==> config.mk <==
export PLATFORM = sky130hd
export DESIGN_NAME = psimd_decode_stage
export DESIGN_NICKNAME = d
export VERILOG_FILES = /design/src/rtl/psimd_decode_stage.sv
export SDC_FILE = /design/constraint.sdc
export NUM_CORES = 1
export LEC_CHECK = 0
export BUFFER_PORTS_ARGS = -buffer_cell sky130_fd_sc_hd__buf_4
export CORE_ASPECT_RATIO = 1.75
export CORE_MARGIN = 5
export CORE_UTILIZATION = 40
export CTS_CLUSTER_DIAMETER = 120
export CTS_CLUSTER_SIZE = 10
export DETAILED_ROUTE_END_ITERATION = 10
export REMOVE_ABC_BUFFERS = 1
export SYNTH_ARGS = -nofsm -noshare
export SYNTH_HDL_FRONTEND = slang
export SYNTH_SLANG_ARGS = --single-unit
==> constraint.sdc <==
create_clock -name clk -period 5.7 [get_ports clk]
set_input_delay 0.285 -clock clk [delete_from_list [all_inputs] [get_ports clk]]
set_output_delay 0.285 -clock clk [all_outputs]
set_load 0.01 [all_outputs]
==> src/rtl/psimd_decode_stage.sv <==
// PSIMD DLFloat decode stage: instruction FIFO, head decoder, 32-entry register
// scoreboard and a registered, back-pressured micro-op output.
module psimd_decode_stage #(
    parameter int DEPTH = 4,
    parameter int LANES = 4
) (
    input  logic                     clk,
    input  logic                     rst_n,
    input  logic                     flush,
    input  logic                     in_valid,
    output logic                     in_ready,
    input  logic [31:0]              in_instr,
    output logic                     out_valid,
    input  logic                     out_ready,
    output logic [3:0]               out_ena,
    output logic                     out_op,
    output logic [1:0]               out_sel1,
    output logic [2:0]               out_sel2,
    output logic [2:0]               out_rm,
    output logic [4:0]               out_rs1,
    output logic [4:0]               out_rs2,
    output logic [4:0]               out_rs3,
    output logic [4:0]               out_rd,
    output logic [LANES-1:0]         out_lane_en,
    output logic                     out_wr_en,
    output logic                     out_fti_ctrl,
    output logic                     out_sp,
    output logic                     out_illegal,
    input  logic                     wb_valid,
    input  logic [4:0]               wb_rd,
    output logic [$clog2(DEPTH):0]   fifo_count
);
    localparam int AW = $clog2(DEPTH);
    localparam int CW = AW + 1;
    localparam logic [CW-1:0] DEPTH_C = CW'(DEPTH);

    localparam logic [6:0] OPC_FP    = 7'b1011011;
    localparam logic [6:0] OPC_FMA   = 7'b0011011;
    localparam logic [6:0] OPC_FMS   = 7'b0111011;
    localparam logic [6:0] OPC_STORE = 7'b0101011;

    typedef struct packed {
        logic [3:0]       ena;
        logic             op;
        logic [1:0]       sel1;
        logic [2:0]       sel2;
        logic [2:0]       rm;
        logic [4:0]       rs1;
        logic [4:0]       rs2;
        logic [4:0]       rs3;
        logic [4:0]       rd;
        logic [LANES-1:0] lane_en;
        logic             wr_en;
        logic             fti_ctrl;
        logic             sp;
        logic             illegal;
    } uop_t;

    logic [31:0]   mem_q [DEPTH];
    logic [AW-1:0] wptr_q, rptr_q;
    logic [CW-1:0] cnt_q, cnt_d;
    logic [31:0]   busy_q, busy_d;
    uop_t          uop_q, dec;
    logic          out_valid_q;

    logic [31:0] instr, wb_mask, eff_busy;
    logic        legal, use_rs2, is_r4, hazard, head_valid, push, pop, fire;

    assign instr      = mem_q[rptr_q];
    assign head_valid = (cnt_q != '0);
    assign in_ready   = (cnt_q < DEPTH_C);

    always_comb begin
        dec          = '0;
        dec.rm       = instr[14:12];
        dec.rs1      = instr[19:15];
        dec.rs2      = instr[24:20];
        dec.rd       = instr[11:7];
        dec.wr_en    = 1'b1;
        dec.fti_ctrl = 1'b1;
        dec.sp       = 1'b1;
        legal        = 1'b1;
        use_rs2      = 1'b1;
        is_r4        = 1'b0;
        case (instr[6:0])
            OPC_FP: begin
                case ({instr[31:27], instr[14:12]})
                    8'b00000_000: dec.ena = 4'b0001;
                    8'b00001_000: begin dec.ena = 4'b0001; dec.op = 1'b1; end
                    8'b00010_000: dec.ena = 4'b0010;
                    8'b00011_000: dec.ena = 4'b0011;
                    8'b01011_000: begin dec.ena = 4'b0100; use_rs2 = 1'b0; end
                    8'b00100_000: begin dec.ena = 4'b0101; dec.sel1 = 2'b01; end
                    8'b00100_001: begin dec.ena = 4'b0101; dec.sel1 = 2'b10; end
                    8'b00100_010: begin dec.ena = 4'b0101; dec.sel1 = 2'b11; end
                    8'b00101_000: begin dec.ena = 4'b0110; dec.sel2 = 3'b001; end
                    8'b00101_001: begin dec.ena = 4'b0110; dec.sel2 = 3'b010; end
                    8'b10100_010: begin dec.ena = 4'b0110; dec.sel2 = 3'b011; end
                    8'b10100_001: begin dec.ena = 4'b0110; dec.sel2 = 3'b100; end
                    8'b10100_000: begin dec.ena = 4'b0110; dec.sel2 = 3'b101; end
                    8'b01001_000: begin dec.ena = 4'b0111; use_rs2 = 1'b0; end
                    8'b01000_000: begin
                        dec.ena = 4'b1000; use_rs2 = 1'b0; dec.fti_ctrl = 1'b0;
                    end
                    default: legal = 1'b0;
                endcase
            end
            OPC_FMA: begin dec.ena = 4'b1001; is_r4 = 1'b1; end
            OPC_FMS: begin dec.ena = 4'b1001; dec.op = 1'b1; is_r4 = 1'b1; end
            OPC_STORE: begin dec.wr_en = 1'b0; dec.sp = 1'b0; end
            default: legal = 1'b0;
        endcase
        case (instr[26:25])
            2'b00:   dec.lane_en = {LANES{1'b1}};
            2'b01:   dec.lane_en = LANES'(1);
            2'b10:   dec.lane_en = {LANES{1'b1}} >> (LANES - LANES / 2);
            default: legal = 1'b0;
        endcase
        if (!use_rs2) dec.rs2 = '0;
        if (is_r4)    dec.rs3 = instr[31:27];
        // Illegal ops still flow to execute so the fault is reported in order,
        // but they carry no unit select, no lanes and no register writes.
        if (!legal) begin
            dec.ena     = '0;
            dec.op      = 1'b0;
            dec.sel1    = '0;
            dec.sel2    = '0;
            dec.rs3     = '0;
            dec.wr_en   = 1'b0;
            dec.lane_en = '0;
            dec.illegal = 1'b1;
            is_r4       = 1'b0;
            use_rs2     = 1'b0;
        end
    end

    assign wb_mask  = wb_valid ? (32'd1 << wb_rd) : 32'd0;
    assign eff_busy = busy_q & ~wb_mask;
    assign hazard   = (legal && eff_busy[dec.rs1])
                    || (use_rs2 && eff_busy[dec.rs2])
                    || (is_r4 && eff_busy[dec.rs3])
                    || (dec.wr_en && eff_busy[dec.rd]);

    assign fire = head_valid && !hazard && (!out_valid_q || out_ready) && !flush;
    assign pop  = fire;
    assign push = in_valid && in_ready && !flush;

    always_comb begin
        cnt_d = cnt_q;
        case ({push, pop})
            2'b10:   cnt_d = cnt_q + CW'(1);
            2'b01:   cnt_d = cnt_q - CW'(1);
            default: cnt_d = cnt_q;
        endcase
        if (flush) cnt_d = '0;
    end

    // Writeback clears first so an issue to the same register wins.
    always_comb begin
        busy_d = eff_busy;
        if (fire && dec.wr_en) busy_d[dec.rd] = 1'b1;
    end

    always_ff @(posedge clk) begin
        if (push) mem_q[wptr_q] <= in_instr;
    end

    always_ff @(posedge clk or negedge rst_n) begin
        if (!rst_n) begin
            wptr_q      <= '0;
            rptr_q      <= '0;
            cnt_q       <= '0;
            busy_q      <= '0;
            uop_q       <= '0;
            out_valid_q <= 1'b0;
        end else begin
            cnt_q  <= cnt_d;
            busy_q <= busy_d;
            if (flush) begin
                wptr_q      <= '0;
                rptr_q      <= '0;
                out_valid_q <= 1'b0;
            end else begin
                if (push) wptr_q <= wptr_q + AW'(1);
                if (pop)  rptr_q <= rptr_q + AW'(1);
                if (fire) begin
                    uop_q       <= dec;
                    out_valid_q <= 1'b1;
                end else if (out_ready) begin
                    out_valid_q <= 1'b0;
                end
            end
        end
    end

    assign out_valid    = out_valid_q;
    assign out_ena      = uop_q.ena;
    assign out_op       = uop_q.op;
    assign out_sel1     = uop_q.sel1;
    assign out_sel2     = uop_q.sel2;
    assign out_rm       = uop_q.rm;
    assign out_rs1      = uop_q.rs1;
    assign out_rs2      = uop_q.rs2;
    assign out_rs3      = uop_q.rs3;
    assign out_rd       = uop_q.rd;
    assign out_lane_en  = uop_q.lane_en;
    assign out_wr_en    = uop_q.wr_en;
    assign out_fti_ctrl = uop_q.fti_ctrl;
    assign out_sp       = uop_q.sp;
    assign out_illegal  = uop_q.illegal;
    assign fifo_count   = cnt_q;

endmodule

Yosys cells after proc, flatten, opt, wreduce, memory -nomap -nowiden. Memory sizes are Yosys's and may differ from the RTL's. Cells that the tools add are included.

Multiplexer cells: 48. Order comparisons: 6. Equality and inequality tests: 22. $add $sub $neg: 4. Reduce and logical (&&, ||, !) cells: 34. Bitwise operators: 4. Shifts and indexed selects: 1.

Operator list (count): $mux 32 (2); $eq 8x6->1 const B (5); $and 32x32->32 (1); $not 32->32 (1); $or 32x32->32 (1); $pmux 4 s8 (1); $shl 1x5->32 const A (1); $mux 5 (5); $eq 8x7->1 const B (3); $eq 8x8->1 const B (3); $lt 5x6->1 const B (4); $mux 1 (22); $bmux 1 s5 (4); $eq 8x5->1 const B (2); $pmux 3 s5 (1); $reduce_or 15->1 (1); $eq 7x6->1 const B (2); $pmux 4 s3 (1); $reduce_or 3->1 (4); $logic_and 1x1->1 (11); $mux 10 (1); $reduce_bool 3->1 (3); $eq 8x4->1 const B (1); $logic_not 8->1 (1); 24 further kinds (38).

Bits in writable memories: 128. Word-level logic and storage cells: 139. Memories kept: 1. Output and inout bits: 46. Input bits: 43. Register bits: 81.

Memory list: mem_q (words 4, bits a word 32, rd ports 1, clocked after Yosys merged registers in 0, wr ports 1, line 59) `logic [31:0] mem_q [DEPTH];`.

Longest topological paths before layout. An unclocked memory read counts as a cell.

Depth in word-level cells: 19. Depth in mapped cells: 17. Mapped depth without buffers: 12.

Worst setup path before layout. OpenSTA, ideal clock, no wires.

Path kind: reg2reg. Start: register rptr_q[0]. End: register cnt_q[1], in the netlist fifo_count[1]. Cell stages (with the launch flop): 17. Library setup time: 0.123 ns. Buffers on the path: 4. Clock period less this slack: 4.007 ns. Required time: 5.577 ns. Data arrival time: 3.884 ns. Path slack: 1.693 ns. Cells stage by stage: dfrtp_1 > buf_6 > buf_6 > buf_6 > mux4_2 > buf_4 > xnor2_1 > o311ai_0 > o21ai_0 > o21a_1 > o2111ai_1 > o2111ai_2 > nor4_1 > fa_1 > nor3b_1 > o211ai_1 > nand2_1.

Cells in the longest elaborated chain, start to end: 19. Elaborated cells between the ends (all ways): 65. Classes of those cells: eq/ne: 22; mux: 23; reduce/logical: 19; memory: 1.

Ends and longest elaborated chain: start: declaration (line 60) `logic [AW-1:0] wptr_q, rptr_q;`; start signal: assignment (line 185) `if (pop) rptr_q <= rptr_q + AW'(1);`; $mem_v2 4x32 (*); $eq 8x8->1 (tied with other cells) (line 87) `case ({instr[31:27], instr[14:12]})`; $reduce_or 15->1 (no line) or $reduce_or 3->1 (tied branches); $mux 1 (line 87); $pmux 1 s2 or $mux 1 (tied branches) (line 85) `case (instr[6:0])`; $mux 1 or $mux 5 (tied branches) (line 113, 119); $mux 5 or $bmux 1 s5 (tied branches) (line 123, 140); $bmux 1 s5 or $mux 1 (tied branches) (line 141, 140); $mux 1 (not written as such) or $logic_and 1x1->1 (tied branches) (line 141, 140); $logic_and 1x1->1 or $logic_or 1x1->1 (tied branches) (line 141, 140); $logic_or 1x1->1 (line 141) `|| (is_r4 && eff_busy[dec.rs3])`; $logic_or 1x1->1 (*) (line 142) `|| (dec.wr_en && eff_busy[dec.rd]);`; $logic_not 1->1 (*) (line 144) `assign fire = head_valid && !hazard && (!out_valid_q || out_ready) && !flush;`; $logic_and 1x1->1 (*) (3 in series) (line 144); $eq 2x1->1 or $eq 2x2->1 (tied branches) (line 150) `case ({push, pop})`; $pmux 3 s2 (line 150); $mux 3 (line 155) `if (flush) cnt_d = '0;`; end signal: assignment (line 177) `cnt_q <= cnt_d;`; end: declaration (line 61) `logic [CW-1:0] cnt_q, cnt_d;`.

Mark *: on every way between the ends. The rest lies on a longest branch, timed or not. The select of a mux whose other input is x is not followed. A chain may end at the register's enable or synchronous reset.

Final worst setup path. Same ends and word-level chain as after synthesis.

==> qor.txt <==
Seq cells post-synth -> 208
Total CTS buffers -> 24
GPL Wtd Cong -> 0.902
Worst Reg2Reg Path Length in Cells -> 12
Clk pin slew, worst setup/hold paths -> 60 ps
Crit-path cells -> mux4_1 -> or4b_4 -> or3b_1 -> a21oi_2 -> o21ai_2 -> a211oi_2 -> or2_1 -> nor4_1 -> fa_1 -> nor3b_1 -> o211ai_1 -> nand2_1
Fmax achieved -> 0.201 GHz
Clock root buffer master -> clkbuf_16
Final ANT Viol Nets -> 0
Hold Path Sink -> wptr_q[1]
Req. time, crit path -> 6100 ps
Standard-cell rows -> 79
Full die area -> 30200 um^2
Slowest-stage cell, CP -> dfrtp_2
Peak supply drop -> 0.260 mV
Seq/Total Area, Yosys -> 0.547
Routed vias/inst -> 6.04
Setup Skew -> 22.0 ps
Final Max Tran Viols -> 0
Hold path start -> flush
Initial Utilization -> 0.404
Fin crit share -> 0.874
Critical Path Source Type -> flop
Synth Warn # -> 0
Final min period -> 4980 ps
Die height -> 226 um
Post-synth ARST share -> 0.385
Synth cell types -> 77
Core area -> 26500 um^2
Largest net degree at the start of global routing -> 71
Run status -> completed
Die W -> 134 um
Worst path max stage delay -> 820 ps
Post-DP HPWL -> 20600 um
Reg power frac -> 0.362
Ports -> 89
Area grow syn2layout -> 18.3%
Total power -> 5480 uW
Initial DRC count -> 656
I/O Buffers -> 88
CP endpoint kind -> flop
Setup slack after layout -> 720 ps
Non-Filler Instances -> 1245
Clock tree buffer depth -> 3
CTS H-tree depth -> 1
Psw -> 1930 uW
DRC Markers -> 0
CP max FO -> 23
Total GRT Usage -> 0.194
Hold crit path type -> in -> reg
ANT cells -> 0
Placed cells -> 1170
Logic gate share of total power -> 0.384
Share of cells above drive strength 1 -> 0.236
Clock share of power -> 0.254
CTS tree -> built
Syn Inst Count -> 790
DR WL/cell -> 23.6 um
Final #Nets -> 953
Total congestion overflow -> 0
Area after DPL -> 11600 um^2
Worst-Margin Slew -> 1010 ps
Leak -> 0.00468 uW
First-pass GRT wire length -> 45600 um
Pwr dens -> 433 nW/um^2
WP buf/inv -> 0
Total routed wirelength -> 29400 um
Most common flop cell mapped by yosys -> edfxtp_1
Fin. Hold Viols -> 0
Internal power -> 3550 uW
WS Path Type -> reg -> reg
Max Cap Viol -> 0
Syn Area/Cell -> 13.5 um^2
Synth top area share -> 0.360
Delay-heaviest family, CP -> simple AND/OR/NAND/NOR gates
R2r startpoint -> rptr_q[0]
Setup violators final -> 0
Cell Area, Synth -> 10700 um^2
Slew Limit Headroom -> 0.330
Place WS -> 657 ps
Cell accounting for the most synthesized area -> edfxtp_1
Drt pass-1 iters -> 5
Reg-to-reg critical path endpoint -> fifo_count[1]
Design Area, Final -> 12600 um^2
Initial antenna violation count -> 0
RSZ-0062 raised after global routing -> false
Clk Latency, worst-skew pair -> 520 ps
Vias in the first global route -> 7965
Post-synth EDFFs -> 128
Synth area leaders -> edfxtp_1 36%, dfrtp_1 19%, mux2i_1 6.6%, mux4_2 6.3%, mux2_4 4.2%
R2R setup slack -> 720 ps
Hold path cells -> 2
Sw Share -> 0.352
Clock sink count -> 208
Via count -> 7514
WP data arrival -> 5380 ps
[registers in the layout (all words and copies together) (netlist names), 2 cells and up]
register	flops
out_rs2	5
out_rs1	5
out_sel1	2
out_sel2	3
fifo_count	3
mem_q	128
busy_q	32
rptr_q	2
out_rm	3
wptr_q	2
out_ena	4
out_lane_en	3
out_rs3	5
out_rd	5
[placed cells by master, fill, tap and decap left out, drive strengths merged, types with 4 or more instances in the layout]
master         n
nor4           9
and2           7
clkbuf        42
nor2          30
buf          104
a2111oi        9
o211ai         5
mux2i         71
a21oi         17
o311ai         4
dfrtp         80
nor3b          9
nand3         12
nand2         31
o22ai          4
nand2b        14
edfxtp       128
nand4b         4
mux2          41
nor3          24
a31oi          9
a311oi        17
a211o          4
xnor2          9
o21a           5
nor2b          8
mux4          33
dlygate4sd3   33
or2            7
inv           18
o21ai         42
o31ai         38
a211oi        14
ha             4
[worst reg2reg max path, cell delays in order, from the launching register on]
cell	delay (ps)
dfrtp_2	820
mux4_1	850
or4b_4	640
or3b_1	430
a21oi_2	200
o21ai_2	230
a211oi_2	370
or2_1	340
nor4_1	100
fa_1	460
nor3b_1	150
o211ai_1	200
nand2_1	70
[worst max-delay path by stage]
stage                          from            end  cells past startpoint
after floorplan           rptr_q[0]     out_ena[0]                      8
after global placement    rptr_q[0]  fifo_count[1]                     12
after detailed placement  rptr_q[0]  fifo_count[1]                     12
after CTS                 rptr_q[0]  fifo_count[2]                     12
after global routing      rptr_q[0]  fifo_count[1]                     12
final                     rptr_q[0]  fifo_count[1]                     12
[cell type report]
class,instances,area (um^2)
Timing Repair Buffer,137,1140
Inverter,19,71.3
Multi-Input combinational cell,515,4480
Clock buffer,42,699
Fill cell,2354,13800
Tap cell,324,405
Sequential cell,208,5850
[logic make-up after synthesis]
kind of cell / count (synthesis) / synth area share
and+or+nand+nor: 174 / 0.0921
DFF: 208 / 0.547
AOI/OAI and AO/OA: 181 / 0.121
buffers and inverters: 67 / 0.0339
xor gates and xnor gates: 9 / 0.00808
adders and majority gates: 6 / 0.00749
muxes: 145 / 0.191
[layer usage]
layer,share of wire,GRT usage,wire [um],vias to the layer above
met4,0.046,0.0913,1350,0
met1,0.37,0.224,10700,3776
li1,-,-,-,3365
met5,0,0,0,-
met2,0.54,0.362,15800,283
met3,0.050,0.0167,1470,90
[power by group through the flow]
stage | sequential, uW | clock, uW | combinational, uW
floorplan | 2020 | 0 | 1310
global placement | 2010 | 0 | 2070
detailed placement | 2010 | 0 | 2080
CTS | 1990 | 1430 | 2100
global route | 2010 | 1470 | 2250
finish | 1980 | 1390 | 2100
[Yosys cell counts (all sizes together), types with 5 or more instances]
master,instances
mux2i,71
and2,7
buf,31
a211oi,14
a21oi,17
nand2,31
mux2,41
or2,7
nor4,9
mux4,33
dfrtp,80
o31ai,38
nor2,30
a311oi,17
a2111oi,9
nor2b,8
o21ai,42
nand2b,14
nor3,24
o211ai,5
edfxtp,128
nor3b,9
clkbuf,17
o21a,5
nand3,12
xnor2,9
inv,18
a31oi,9
[stage by stage]
stage	utilization	hold WS (ps)	TNS (ps)
final	0.477	99.1	0
after global routing	0.477	113	0
after CTS	0.477	70.7	0
after detailed placement	0.438	138	0
after global placement	0.438	131	0
after floorplan	-	-10.6	-11540
[repair_timing]
item | 4_1_cts | 5_1_grt
setup buffers | 0 | 0
gates resized for setup | 0 | 0
hold buffers | 33 | 0
endpoints found under the setup margin | 0 | 0
endpoints found under the hold margin | 138 | 0
No activity file was read; power rests on OpenSTA's default activity.
